--- src/rtl/batcharger_controller.sv ---
// Battery charger sequencer: trickle -> constant-current -> constant-voltage -> end of charge,
// with a per-phase timeout into FAULT and automatic recharge from END.
module batcharger_controller #(
    parameter int TMR_W = 16
) (
    input  logic             clk,
    input  logic             rstz,
    input  logic             en,
    input  logic             vtok,
    input  logic             smp_valid,
    input  logic [7:0]       vbat,
    input  logic [7:0]       ibat,
    input  logic [7:0]       vcutoff,
    input  logic [7:0]       vtarget,
    input  logic [7:0]       vpreset,
    input  logic [7:0]       iend,
    input  logic [TMR_W-1:0] tmax,
    output logic             tc,
    output logic             cc,
    output logic             cv,
    output logic [7:0]       vcv,
    output logic [2:0]       state,
    output logic             done,
    output logic             fault
);

    localparam logic [2:0] S_IDLE  = 3'd0;
    localparam logic [2:0] S_TC    = 3'd1;
    localparam logic [2:0] S_CC    = 3'd2;
    localparam logic [2:0] S_CV    = 3'd3;
    localparam logic [2:0] S_END   = 3'd4;
    localparam logic [2:0] S_FAULT = 3'd5;

    localparam logic [TMR_W-1:0] TMR_ONE = {{(TMR_W-1){1'b0}}, 1'b1};

    logic [2:0]       r_state;
    logic [TMR_W-1:0] r_timer;
    logic [7:0]       r_vcutoff_l;
    logic [7:0]       r_vtarget_l;
    logic [7:0]       r_vpreset_l;
    logic [7:0]       r_iend_l;
    logic [7:0]       r_vcv;
    logic             r_tc;
    logic             r_cc;
    logic             r_cv;
    logic             r_done;
    logic             r_fault;

    logic             w_state_ok;
    logic             w_in_phase;
    logic             w_latch;
    logic             w_smp_hit;
    logic [2:0]       w_smp_state;
    logic [TMR_W-1:0] w_tmax_m1;
    logic             w_timeout;
    logic [2:0]       w_next;
    logic [TMR_W-1:0] w_timer_next;

    assign w_state_ok = (r_state <= S_FAULT);
    assign w_in_phase = (r_state == S_TC) || (r_state == S_CC) || (r_state == S_CV);
    assign w_latch    = (r_state == S_IDLE) && en && vtok && smp_valid;
    assign w_tmax_m1  = tmax - TMR_ONE;
    assign w_timeout  = w_in_phase && (tmax != '0) && (r_timer == w_tmax_m1);

    // IDLE exits compare against the live config; later phases use the copies taken at exit.
    always_comb begin
        w_smp_hit   = 1'b0;
        w_smp_state = r_state;
        if (smp_valid) begin
            case (r_state)
                S_IDLE: begin
                    w_smp_hit = 1'b1;
                    if (vbat < vcutoff) begin
                        w_smp_state = S_TC;
                    end else if (vbat < vtarget) begin
                        w_smp_state = S_CC;
                    end else begin
                        w_smp_state = S_END;
                    end
                end
                S_TC: begin
                    if (vbat >= r_vcutoff_l) begin
                        w_smp_hit   = 1'b1;
                        w_smp_state = S_CC;
                    end
                end
                S_CC: begin
                    if (vbat >= r_vtarget_l) begin
                        w_smp_hit   = 1'b1;
                        w_smp_state = S_CV;
                    end
                end
                S_CV: begin
                    if (ibat <= r_iend_l) begin
                        w_smp_hit   = 1'b1;
                        w_smp_state = S_END;
                    end
                end
                S_END: begin
                    if (vbat < r_vpreset_l) begin
                        w_smp_hit   = 1'b1;
                        w_smp_state = S_IDLE;
                    end
                end
                default: begin
                    w_smp_hit   = 1'b0;
                    w_smp_state = r_state;
                end
            endcase
        end
    end

    // A qualifying sample outranks a timeout on the same edge; FAULT ignores vtok.
    always_comb begin
        w_next = r_state;
        if (!w_state_ok) begin
            w_next = S_IDLE;
        end else if (!en) begin
            w_next = S_IDLE;
        end else if (!vtok && (r_state != S_FAULT)) begin
            w_next = S_IDLE;
        end else if (w_smp_hit) begin
            w_next = w_smp_state;
        end else if (w_timeout) begin
            w_next = S_FAULT;
        end
    end

    always_comb begin
        w_timer_next = '0;
        if ((w_next == r_state) && w_in_phase) begin
            if (&r_timer) begin
                w_timer_next = r_timer;
            end else begin
                w_timer_next = r_timer + TMR_ONE;
            end
        end
    end

    always_ff @(posedge clk or negedge rstz) begin
        if (!rstz) begin
            r_state <= S_IDLE;
            r_timer <= '0;
        end else begin
            r_state <= w_next;
            r_timer <= w_timer_next;
        end
    end

    always_ff @(posedge clk or negedge rstz) begin
        if (!rstz) begin
            r_vcutoff_l <= 8'd0;
            r_vtarget_l <= 8'd0;
            r_vpreset_l <= 8'd0;
            r_iend_l    <= 8'd0;
            r_vcv       <= 8'd0;
        end else if (w_latch) begin
            r_vcutoff_l <= vcutoff;
            r_vtarget_l <= vtarget;
            r_vpreset_l <= vpreset;
            r_iend_l    <= iend;
            r_vcv       <= vtarget;
        end
    end

    // Mode outputs are decoded from the next state so they move on the same edge as state.
    always_ff @(posedge clk or negedge rstz) begin
        if (!rstz) begin
            r_tc    <= 1'b0;
            r_cc    <= 1'b0;
            r_cv    <= 1'b0;
            r_done  <= 1'b0;
            r_fault <= 1'b0;
        end else begin
            r_tc    <= (w_next == S_TC);
            r_cc    <= (w_next == S_CC);
            r_cv    <= (w_next == S_CV);
            r_done  <= (w_next == S_END);
            r_fault <= (w_next == S_FAULT);
        end
    end

    assign tc    = r_tc;
    assign cc    = r_cc;
    assign cv    = r_cv;
    assign done  = r_done;
    assign fault = r_fault;
    assign vcv   = r_vcv;
    assign state = r_state;

endmodule
--- config.mk ---
export PLATFORM = sky130hd
export DESIGN_NAME = batcharger_controller
export DESIGN_NICKNAME = d
export VERILOG_FILES = /design/src/rtl/batcharger_controller.sv
export SDC_FILE = /design/constraint.sdc
export NUM_CORES = 1
export LEC_CHECK = 0
export CORE_ASPECT_RATIO = 0.6
export CORE_MARGIN = 2
export CORE_UTILIZATION = 45
export CTS_BUF_LIST = sky130_fd_sc_hd__clkbuf_16
export CTS_CLUSTER_DIAMETER = 60
export DETAILED_ROUTE_END_ITERATION = 8
export GPL_ROUTABILITY_DRIVEN = 0
export MAX_ROUTING_LAYER = met4
export PLACE_DENSITY = 0.82
export SLEW_MARGIN = 20
export SYNTH_ARGS = -nofsm -noshare
export SYNTH_HDL_FRONTEND = slang
export SYNTH_SLANG_ARGS = --single-unit
--- constraint.sdc ---
create_clock -name clk -period 6.35 [get_ports clk]
set_input_delay 1.27 -clock clk [delete_from_list [all_inputs] [get_ports clk]]
set_output_delay 1.27 -clock clk [all_outputs]
set_load 0.02 [all_outputs]
==> Implementation_results.wiki <==
{| class="wikitable"
! Metric !! Value
|-
| Type of the tightest min-delay check || reg2reg
|-
| Maximum level of the CTS H-tree || 2
|-
| Wire length reported by the detailed router || 10,490 µm
|-
| Die Width || 127.2 µm
|-
| Share of layout cells above drive strength 1 || 7.011%
|-
| Effective utilization at floorplan || 47.19%
|-
| Setup repair after global routing missed its margin || no
|-
| Post-synthesis instance area || 4099 µm²
|-
| Cell count after synthesis || 458
|-
| Worst reg-to-reg setup slack || 2.96 ns
|-
| Root cell of the clock tree || clkbuf_16
|-
| Launching point of the worst reg2reg path || state[1]
|-
| Number of global-route vias before repair || 3,645
|-
| Top library cells by usage in the layout, fill and taps aside || 83 x clkdlybuf4s50_1, 56 x dfrtp_1, 54 x inv_1, 48 x ha_1, 44 x nor2_1
|-
| Final count of pins violating max slew || 0
|-
| R2R cell count || 9
|-
| Via-to-Cell Ratio || 5.587
|-
| CP Class || in2reg
|-
| Total Negative Setup Slacks || 0 ns
|-
| Number of enable-type register cells in the synthesized netlist || 0
|-
| Portion of the clock cycle consumed by the worst path in the final layout || 74.90%
|-
| GRT overflow || 0
|-
| GRT Total Usage || 22.86%
|-
| Number of nets in the layout || 658
|-
| YS warnings || 0
|-
| Buffers inserted by post-CTS timing repair || 0
|-
| Number of gates resized after CTS || 0
|-
| Start point of the critical path || tmax[0]
|-
| Number of DRC markers after the initial detailed-route iteration || 244
|-
| Area growth from synthesis to layout || 27.17%
|-
| Via count of the routed design || 3,654
|-
| IO buf count || 84
|-
| Overall Power || 1145 µW
|-
| Startpoint class of the critical path || input pin
|-
| Slew margin rel. || 44.56%
|-
| WHS Path Cells || 2
|-
| Hold Crit Start || r_vcutoff_l[4]
|-
| Clock tree from TritonCTS || built
|-
| First-pass GRT wire length || 17,640 µm
|-
| Flop and latch count out of synthesis || 56
|-
| Maximum vdd drop || 0.1393 mV
|-
| Most frequent standard cell in the layout excluding fill and tap cells || clkdlybuf4s50_1
|-
| Power density over the cells || 219.7 nW/µm²
|-
| Mean area per synthesized cell || 8.950 µm²
|-
| Number of buffers added by the clock tree synthesis step || 5
|-
| Detailed-router iteration count before antenna repair || 5
|-
| Clock slew seen by the registers of the worst setup and hold paths || 0.07 ns
|-
| Half-perimeter wire length of the detailed placement result || 8404 µm
|-
| Crit path DAT || 4.89 ns
|-
| Hold Crit Endpoint || r_vcutoff_l[4]
|-
| Clock insertion delay at the later pin of the skew report || 0.29 ns
|-
| Number of unique standard cell types used by synthesis || 56
|-
| Die ar. || 9913 µm²
|-
| Worst flop-to-flop path endpoint || r_timer[14]
|-
| Most instantiated flip-flop cell in the synthesis netlist || dfrtp_1
|-
| Reported leakage power || 0.002327 µW
|-
| Top-level port count || 85
|-
| Initial antenna violation count || 0
|-
| DR WL/cell || 16.04 µm
|-
| Synth Area in Adders || 14.65%
|-
| Maximum fanout encountered on the critical timing path || 16
|-
| Quantity of hold-fixing buffers added after cts || 0
|-
| Proportion of register bits with asynchronous set or reset after synthesis || 100.0%
|-
| Proportion of synthesized chip area in sequential cells || 34.19%
|-
| Placeable core area || 8686 µm²
|-
| Multiplexer fraction of the synthesized cell area || 5.189%
|-
| Top achievable clock speed || 0.2102 GHz
|-
| Maximum count of clock buffers along a single path || 2
|-
| Post-route antenna net violation count || 0
|-
| Post-Place Cells || 646
|-
| DRC violations left || 0
|-
| Non-filler cells in the finished layout || 654
|-
| Worst Max-Slew Pin Slew || 0.8253 ns
|-
| Status || complete, no violations
|-
| Largest net degree at the start of global routing || 57
|-
| Number of sinks handled by clock tree synthesis || 56
|-
| Final setup violation count || 0
|-
| Dominant combinational cell family by area after synthesis || simple AND/OR/NAND/NOR gates
|-
| Fin. Hold Viols || 0
|-
| Overall die height || 77.93 µm
|-
| Worst slack at placement || 1.389 ns
|-
| Crit path setup slack, layout || 1.594 ns
|-
| Xor/xnor cell area share of the yosys netlist || 5.342%
|-
| Compound-cell area share of the yosys netlist || 14.65%
|-
| Final critical delay including setup and external delays || 4.756 ns
|-
| Syn Nets || 575
|-
| Number of standard-cell rows in the floorplan || 26
|-
| Diodes inserted || 0
|-
| Required time of the worst setup path || 6.49 ns
|-
| Element type at the critical path end || register
|-
| Worst-case clock skew || 0.008733 ns
|-
| Simple-Gate Fraction of Synth Area || 20.12%
|-
| Max-capacitance violation count || 0
|}
==> sequential cells by signal (all words and copies together) (netlist names), 3 cells and up <==
name         count
r_timer         16
r_vpreset_l      8
r_vcutoff_l      8
vcv              8
state            3
r_iend_l         8
==> area by class of cell <==
type	count	area [µm²]
tap	112	140.1
timing repair buffer	86	850.8
multi-input combinational	339	2457
clock inverter	3	38.79
inverter	53	198.9
sequential	56	1401
clock buffer	5	125.1
fill	709	3473
==> worst max path at each step <==
| stage | end | depth (start not counted) | slack [ns] |
|---|---|---|---|
| after floorplan | r_timer[0] | 12 | 2.63 |
| after global placement | r_timer[14] | 12 | 1.78 |
| after detailed placement | r_timer[14] | 12 | 1.39 |
| after CTS | r_timer[14] | 12 | 1.68 |
| after global routing | r_timer[14] | 12 | 1.26 |
| final | r_timer[14] | 12 | 1.59 |
==> cells in the mapped netlist (5+ instances only) <==
| cell | count | area share [%] |
|---|---|---|
| a211oi_1 | 8 | 1.5 |
| a31oi_1 | 5 | 0.76 |
| nand2_1 | 30 | 2.7 |
| nor2b_1 | 10 | 1.5 |
| ha_1 | 48 | 15 |
| a21oi_1 | 16 | 2.0 |
| mux2_2 | 18 | 4.9 |
| o21ai_0 | 29 | 3.5 |
| clkbuf_1 | 6 | 0.55 |
| nor3_1 | 11 | 1.3 |
| dfrtp_1 | 56 | 34 |
| nand2b_1 | 6 | 0.92 |
| nand4_1 | 9 | 1.4 |
| nand3_1 | 16 | 2.0 |
| xnor2_1 | 12 | 2.6 |
| nor2_1 | 44 | 4.0 |
| inv_1 | 53 | 4.9 |
| and3_1 | 7 | 1.1 |
| xor2_1 | 13 | 2.8 |
| o211ai_1 | 6 | 1.1 |
==> stage by stage <==
| step | hold WS [ns] | utilization, % | area [µm²] |
|---|---|---|---|
| finish | 0.4884 | 60.01 | 5213 |
| CTS | 0.4928 | 60.01 | 5213 |
| global route | 0.5110 | 60.01 | 5213 |
| floorplan | 0.4498 | - | 4099 |
| detailed placement | 0.4753 | 58.12 | 5049 |
| global placement | 0.4677 | 58.12 | 5049 |
==> layer usage <==
layer	vias up	GRT usage [%]	routed length (µm)
met5	-	-	0
met2	137	33.71	4429
li1	1791	-	-
met3	19	4.414	727
met4	0	6.703	198
met1	1707	32.01	5131
==> worst max-delay path: stages <==
cell             delay (ns)
clkdlybuf4s50_1        0.48
inv_1                  0.11
ha_1                   0.20
nor2b_1                0.35
nor4b_2                0.35
o21ai_1                0.10
a2111oi_1              0.45
nand4_1                0.23
nor4_4                 0.43
nor3_2                 0.14
o2111ai_2              0.64
nor3_1                 0.14
==> cell families after synthesis <==
family          after synthesis
simple gates                156
buf+inv                      63
fa+ha+maj                    48
flops                        56
compound gates               91
xor+xnor                     25
mux                          19
==> power by group <==
group / switching, µW / internal (µW) / leakage (µW)
clock: 125 / 184 / 0.0000850
sequential: 35.4 / 412 / 0.000722
combinational: 200 / 189 / 0.00152
total: 360 / 785 / 0.00233
No activity file was read; power rests on OpenSTA's default activity.
